## src/rtl/run_ctrl_pkg.sv

```systemverilog
// Shared types and constants for the run controller slice.
// Latency: n/a (declarations only).
// Backpressure: n/a.
//
// Contents: FSM state encoding, the halt code that denotes a passing run,
// and a small decode helper for "core is out of reset" states.
package run_ctrl_pkg;

    typedef enum logic [2:0] {
        IDLE     = 3'd0,
        RST_HOLD = 3'd1,
        RUN      = 3'd2,
        DRAIN    = 3'd3,
        DONE     = 3'd4
    } state_t;

    localparam logic [31:0] PASS_CODE = 32'h0000_0001;

    // The core sees reset released from the first RUN cycle until the next
    // start/abort, so DONE keeps architectural state visible for inspection.
    function automatic logic core_released(input state_t s);
        return (s == RUN) || (s == DRAIN) || (s == DONE);
    endfunction

endpackage

```

## src/rtl/run_ctrl_sat_counter.sv

```systemverilog
// Saturating up-counter with synchronous clear and increment-by-N.
// Latency: 1 cycle from en/inc to cnt.
// Backpressure: none; sticks at all-ones instead of wrapping.
//
// Ports: clk, rst_n (async active-low), clr (sync clear, wins over en),
//        en (apply increment), inc[INC_W] (increment amount), cnt[W] (value).
module sat_counter #(
    parameter int W     = 32,
    parameter int INC_W = 1
) (
    input  logic             clk,
    input  logic             rst_n,
    input  logic             clr,
    input  logic             en,
    input  logic [INC_W-1:0] inc,
    output logic [W-1:0]     cnt
);

    // One spare bit above the wider operand so the carry out is never lost.
    localparam int SUM_W = ((W > INC_W) ? W : INC_W) + 1;

    logic [SUM_W-1:0] sum;
    logic [SUM_W-1:0] max_v;

    assign sum   = SUM_W'(cnt) + SUM_W'(inc);
    assign max_v = SUM_W'({W{1'b1}});

    always_ff @(posedge clk or negedge rst_n) begin
        if (!rst_n) begin
            cnt <= '0;
        end else if (clr) begin
            cnt <= '0;
        end else if (en) begin
            cnt <= (sum > max_v) ? {W{1'b1}} : sum[W-1:0];
        end
    end

endmodule

```

## src/rtl/run_ctrl.sv

```systemverilog
// Run controller: sequences core reset, run, drain and completion status.
// Latency: all outputs registered; state/status update 1 cycle after inputs.
// Backpressure: none; start is ignored while a run is in flight, abort wins.
//
// Ports: clk, reset (async active-low), start, abort, halt_i, halt_code_i[32],
//        retire_i[NUM_RET] -> core_rst_n_o, run_o, done_o, timeout_o, pass_o,
//        cycle_cnt_o[CNT_W], ret_cnt_o[CNT_W], halt_code_o[32].
module run_ctrl
    import run_ctrl_pkg::*;
#(
    parameter int CNT_W        = 32,
    parameter int NUM_RET      = 1,
    parameter int RST_CYCLES   = 4,
    parameter int MAX_CYCLES   = 100,
    parameter int DRAIN_CYCLES = 5
) (
    input  logic               clk,
    input  logic               reset,
    input  logic               start,
    input  logic               abort,
    input  logic               halt_i,
    input  logic [31:0]        halt_code_i,
    input  logic [NUM_RET-1:0] retire_i,
    output logic               core_rst_n_o,
    output logic               run_o,
    output logic               done_o,
    output logic               timeout_o,
    output logic               pass_o,
    output logic [CNT_W-1:0]   cycle_cnt_o,
    output logic [CNT_W-1:0]   ret_cnt_o,
    output logic [31:0]        halt_code_o
);

    localparam int RET_W  = $clog2(NUM_RET + 1);
    localparam int PH_MAX = (RST_CYCLES > DRAIN_CYCLES) ? RST_CYCLES : DRAIN_CYCLES;
    localparam int PH_W   = (PH_MAX > 1) ? $clog2(PH_MAX) : 1;

    // Terminal values of the shared phase counter and of the cycle budget.
    localparam logic [PH_W-1:0]  RST_LAST   = PH_W'((RST_CYCLES > 0) ? RST_CYCLES - 1 : 0);
    localparam logic [PH_W-1:0]  DRAIN_LAST = PH_W'((DRAIN_CYCLES > 0) ? DRAIN_CYCLES - 1 : 0);
    localparam logic [CNT_W-1:0] CYC_LAST   = CNT_W'(MAX_CYCLES - 1);

    state_t           state;
    state_t           state_nxt;
    logic [PH_W-1:0]  ph_cnt;
    logic [PH_W-1:0]  ph_nxt;
    logic             clr_cnt;
    logic             cyc_en;
    logic             ret_en;
    logic             timeout_nxt;
    logic [31:0]      code_nxt;
    logic [RET_W-1:0] ret_pop;

    always_comb begin
        ret_pop = '0;
        for (int i = 0; i < NUM_RET; i++) begin
            ret_pop = ret_pop + RET_W'(retire_i[i]);
        end
    end

    // Next-state and datapath controls. ph_cnt is shared: RST_HOLD and
    // DRAIN never overlap, so one counter times both phases.
    always_comb begin
        state_nxt   = state;
        ph_nxt      = ph_cnt;
        clr_cnt     = 1'b0;
        cyc_en      = 1'b0;
        ret_en      = 1'b0;
        timeout_nxt = timeout_o;
        code_nxt    = halt_code_o;

        if (abort) begin
            // Counters, timeout and halt code stay as they were for debug.
            state_nxt = IDLE;
        end else begin
            case (state)
                IDLE, DONE: begin
                    if (start) begin
                        clr_cnt     = 1'b1;
                        timeout_nxt = 1'b0;
                        code_nxt    = '0;
                        ph_nxt      = '0;
                        state_nxt   = (RST_CYCLES == 0) ? RUN : RST_HOLD;
                    end
                end
                RST_HOLD: begin
                    if (ph_cnt == RST_LAST) begin
                        ph_nxt    = '0;
                        state_nxt = RUN;
                    end else begin
                        ph_nxt = ph_cnt + 1'b1;
                    end
                end
                RUN: begin
                    if (halt_i) begin
                        // The halting cycle is still a run cycle; the cycle
                        // counter stops after it. Halt beats the budget check.
                        cyc_en    = 1'b1;
                        ret_en    = 1'b1;
                        code_nxt  = halt_code_i;
                        ph_nxt    = '0;
                        state_nxt = (DRAIN_CYCLES == 0) ? DONE : DRAIN;
                    end else if (cycle_cnt_o == CYC_LAST) begin
                        timeout_nxt = 1'b1;
                        state_nxt   = DONE;
                    end else begin
                        cyc_en = 1'b1;
                        ret_en = 1'b1;
                    end
                end
                DRAIN: begin
                    ret_en = 1'b1;
                    if (ph_cnt == DRAIN_LAST) begin
                        state_nxt = DONE;
                    end else begin
                        ph_nxt = ph_cnt + 1'b1;
                    end
                end
                default: begin
                    state_nxt = IDLE;
                end
            endcase
        end
    end

    // Outputs are decoded from the next state so they flop alongside it.
    always_ff @(posedge clk or negedge reset) begin
        if (!reset) begin
            state        <= IDLE;
            ph_cnt       <= '0;
            core_rst_n_o <= 1'b0;
            run_o        <= 1'b0;
            done_o       <= 1'b0;
            timeout_o    <= 1'b0;
            pass_o       <= 1'b0;
            halt_code_o  <= '0;
        end else begin
            state        <= state_nxt;
            ph_cnt       <= ph_nxt;
            core_rst_n_o <= core_released(state_nxt);
            run_o        <= (state_nxt == RUN) || (state_nxt == DRAIN);
            done_o       <= (state_nxt == DONE);
            timeout_o    <= timeout_nxt;
            pass_o       <= (state_nxt == DONE) && (code_nxt == PASS_CODE) && !timeout_nxt;
            halt_code_o  <= code_nxt;
        end
    end

    sat_counter #(
        .W     (CNT_W),
        .INC_W (1)
    ) u_cycle_cnt (
        .clk   (clk),
        .rst_n (reset),
        .clr   (clr_cnt),
        .en    (cyc_en),
        .inc   (1'b1),
        .cnt   (cycle_cnt_o)
    );

    sat_counter #(
        .W     (CNT_W),
        .INC_W (RET_W)
    ) u_ret_cnt (
        .clk   (clk),
        .rst_n (reset),
        .clr   (clr_cnt),
        .en    (ret_en),
        .inc   (ret_pop),
        .cnt   (ret_cnt_o)
    );

endmodule

```

## config.mk

```make
export PLATFORM = sky130hd
export DESIGN_NAME = run_ctrl
export DESIGN_NICKNAME = d
export VERILOG_FILES = /design/src/rtl/run_ctrl_pkg.sv /design/src/rtl/run_ctrl_sat_counter.sv /design/src/rtl/run_ctrl.sv
export SDC_FILE = /design/constraint.sdc
export NUM_CORES = 1
export LEC_CHECK = 0
export ABC_AREA = 1
export CAP_MARGIN = 10
export CORE_AREA = 2 2 114 116
export DETAILED_ROUTE_END_ITERATION = 10
export DIE_AREA = 0 0 116 118
export PLACE_DENSITY = 0.86
export SLEW_MARGIN = 20
export SYNTH_ARGS = -nofsm -noshare
export SYNTH_HDL_FRONTEND = slang
export SYNTH_HIERARCHICAL = 1
export SYNTH_SLANG_ARGS = --single-unit
```

## constraint.sdc

```tcl
create_clock -name clk -period 5.15 [get_ports clk]
set_input_delay 1.03 -clock clk [delete_from_list [all_inputs] [get_ports clk]]
set_output_delay 1.03 -clock clk [all_outputs]
set_load 0.05 [all_outputs]
```

==> run summary <==
The headroom to the max-slew limit was 0.384. The number of ports placed on the die boundary is 139, and the static leakage is 4.50 nW. The number of buffer cells added on primary ports is 138, and the data arrival time at the worst-slack endpoint is 3.22 ns. The number of inserted diodes is 0, and the quantity of gates resized following cts is 0.

The path class of the tightest hold or removal check is reg -> reg. The run gives 3840 um^2 as the area taken by multi-input logic gates. STA puts the critical path data required time at 5.43 ns.

The first global-routing pass estimated 29800 um of wire. The count of filler cells inserted in the layout came out at 1038. The width of the die was 116 um. The logs give 0.267 for the total track usage and 0 for the remaining routing DRC violations. The worst-case IR drop observed on VDD is 0.000253 V. The max-slew violation count was 0; the height of the die was 118 um. The logs give 13700 um^2 for the area of the die and 2680 um^2 for the footprint of the flip-flops and latches. Nature of the critical path startpoint: a primary input. The maximum clock insertion buffer count came out at 2. The final worst clock skew is 0.00518 ns, and the worst-margin pin slew is 0.924 ns. Clock latency on the worst-skew pair, taken at its later pin, is 0.35 ns. Dividing the detail-routed wire length by the instance count gives 13.4 um. The reg-to-reg endpoint was u_ret_cnt/cnt[1]$_DFFE_PN0P_. The remaining antenna violation count after routing is 0. Post-layout utilization of the core: 0.702. Shortest period the worst path allows: 2.94 ns.

Timing would allow up to 0.341 GHz. Counting flops and latches in the post-synthesis netlist gives 107. Measured in cells, the most critical reg-to-reg path has a length of 13. The run finished with clean final reports. The final critical-path share of the clock period was 0.570. The critical setup path kind is in -> reg. A synthesized cell averages 6.80 um^2.

After clock tree synthesis, the clock-pin slew on the worst setup and hold paths is 0.07 ns. The tools report the final worst-path setup slack as 2.21 ns. The buffer cell driving the clock tree root is clkbuf_16.

Power spread over the standard cell area amounts to 275 nW/um^2. Entering global routing, the biggest net connects 72 pins. The cell type contributing the most total cell area after synthesis was dfrtp_1. Number of iterations in the first detailed-routing pass: 7.

The critical path ends at u_ret_cnt/cnt[1]$_DFFE_PN0P_. Number of cell rows: 41. OpenSTA, run right after detailed placement, puts the worst setup slack at 1.87 ns.

The library cell used most frequently in the layout, excluding fill and tap cells, is nand2_1. The gate count of the mapped netlist came out at 1032. Setup repair after global routing left no endpoint under its margin.

For flop-to-flop paths, the worst setup slack is 2.63 ns. The aggregate negative setup slack is 0 ns. The placeable core area is 12400 um^2, and the area added between synthesis and finish is 24.2%.

The synthesized netlist occupies a cell area of 7020 um^2. The total overflow left after global routing is 0. The reg-to-reg startpoint is u_cycle_cnt/cnt[28]$_DFFE_PN0P_. The logs give 37 for the number of distinct library cell variants in the gate-level netlist after synthesis and 0 for the max-capacitance violation count. The via count of the first global-routing pass is 6359, and the post-detailed-routing wire length is 18000 um. The run gives 3 as the count of H-tree levels built during CTS. The critical path starts at abort. The tools report the number of failing hold endpoints at the final stage as 0. The effective utilization at floorplan is 0.565, and the number of setup violations in the final report is 0. Number of antenna violations at the first check in global routing: 0.

Of all nets on the critical path, the largest fanout is 32. The worst setup path is captured at a flip-flop. For the clock net sink count, the log shows 107.

The share of cells above drive strength 1 works out to 0.0728. The number of clock buffers added by TritonCTS is 9. The share of synthesized area occupied by flip-flops and latches is 0.382, and the routability-driven placement congestion ratio is 0.910. TritonCTS built the clock tree.

In the layout the commonest cells are nand2_1, clkdlybuf4s50_1, nor2_1. The portion of synthesized cell area occupied by the leading cell type was 0.382. Buffers inserted to repair hold after CTS numbered 0. After legalization and detailed placement, the total HPWL measured 12800 um.

For the buffer count from post-CTS setup fixing, the log shows 0. In the post-synthesis netlist, the biggest area contributors are dfrtp_1, nand2_1, nor2_1. The iteration-0 DRC count of the detailed router came out at 528. Using the TritonRoute via totals, the vias-per-cell ratio works out to 5.11.

The final layout contains 1210 nets. Yosys printed 6 warnings. Summing over every cut layer, the via total after detailed routing is 6845.
-- report_power, final --
part           switching [mW]  internal, mW  leakage (nW)  total [mW]
Clock                   0.314         0.326         0.122       0.640
Sequential              0.127         0.910          1.48        1.04
Combinational           0.474         0.244          2.89       0.718
-- state kept, by name, indices dropped and copies added, names as in the netlist --
register	flops
state	3
core_rst_n_o	1
u_ret_cnt/cnt	32
done_o	1
run_o	1
pass_o	1
timeout_o	1
halt_code_o	32
ph_cnt	3
u_cycle_cnt/cnt	32
-- cell type report --
cell class / instances / area share
clock buffers: 11 / 0.0267
inverters: 82 / 0.0353
flip-flops and latches: 107 / 0.307
repair buffers: 142 / 0.162
well taps: 172 / 0.0247
clock inverters: 4 / 0.00330
multi-input cells: 822 / 0.441
-- logic make-up (layout without fill, tap and decap cells) --
| logic type | count (synthesis) | after routing | synth area share |
|---|---|---|---|
| buf+inv | 104 | 239 | 0.0733 |
| simple gates | 752 | 752 | 0.469 |
| other cells | 1 | 2 | 0.000534 |
| xor+xnor | 26 | 26 | 0.0324 |
| flops | 107 | 107 | 0.382 |
| fa+ha+maj | 8 | 8 | 0.0143 |
| compound gates | 34 | 34 | 0.0285 |
-- metrics by stage --
stage          hold slack [ns]  instance area [um^2]  std cells  power, mW
2_1_floorplan            0.536                  7020       1033       1.51
3_3_place_gp             0.478                  8450       1325       1.75
3_5_place_dp             0.487                  8450       1325       1.77
4_1_cts                  0.506                  8720       1340       2.40
5_1_grt                  0.533                  8720       1340       2.51
6_report                 0.502                  8720       1340       2.39
-- worst max-delay path, cell delays in order --
cell and delay [ns]:
clkdlybuf4s50_1 0.55, nor2_1 0.48, nor2_2 0.08, buf_4 0.25, nor2_4 0.59, nand2_1 0.15
o21ai_2 0.08
-- layer usage --
metal,routed length (um),share of wire,up-vias,global-route usage
met5,0,0,-,0
met4,239,0.013,0,0.0841
met3,1320,0.074,26,0.0499
met2,8690,0.48,274,0.434
met1,7700,0.43,3131,0.360
li1,-,-,3414,-
-- synthesized netlist by cell type --
| master | number |
|---|---|
| o21ai_2 | 2 |
| dlygate4sd1_1 | 2 |
| nor2_8 | 2 |
| a21oi_1 | 5 |
| a31oi_1 | 1 |
| nor2_1 | 132 |
| clkbuf_1 | 4 |
| dfrtp_1 | 107 |
| inv_1 | 78 |
| a22o_1 | 1 |
| a22oi_1 | 4 |
| ha_1 | 8 |
| and2_1 | 4 |
| nor2_2 | 11 |
| clkbuf_8 | 4 |
| xor2_1 | 12 |
| nand2_1 | 498 |
| conb_1 | 1 |
| nand3b_1 | 22 |
| inv_2 | 3 |
| or2_2 | 1 |
| buf_2 | 2 |
| nor3_1 | 1 |
| nor2_4 | 8 |
| clkinv_1 | 1 |
| buf_6 | 9 |
| nand4_1 | 1 |
| nand3_1 | 37 |
| nand3_4 | 3 |
| a21oi_2 | 1 |
| nand2_4 | 5 |
| xnor2_1 | 14 |
| buf_4 | 1 |
| o21ai_0 | 19 |
| a41oi_1 | 1 |
| nand3_2 | 16 |
| nand2_2 | 11 |
-- worst min-delay path by stage --
stage / startpoint / to / slack (ns) / cells after the start
after detailed placement: halt_code_o[12]$_DFF_PN0_ / halt_code_o[12]$_DFF_PN0_ / 0.49 / 2
after global routing: halt_code_o[14]$_DFF_PN0_ / halt_code_o[14]$_DFF_PN0_ / 0.53 / 2
final: halt_code_o[7]$_DFF_PN0_ / halt_code_o[7]$_DFF_PN0_ / 0.50 / 2
after CTS: halt_code_o[7]$_DFF_PN0_ / halt_code_o[7]$_DFF_PN0_ / 0.51 / 2
after floorplan: ph_cnt[1]$_DFFE_PN0P_ / ph_cnt[1]$_DFFE_PN0P_ / 0.54 / 2
after global placement: halt_code_o[0]$_DFF_PN0_ / halt_code_o[0]$_DFF_PN0_ / 0.48 / 2
(Power assumes the default switching activity.)
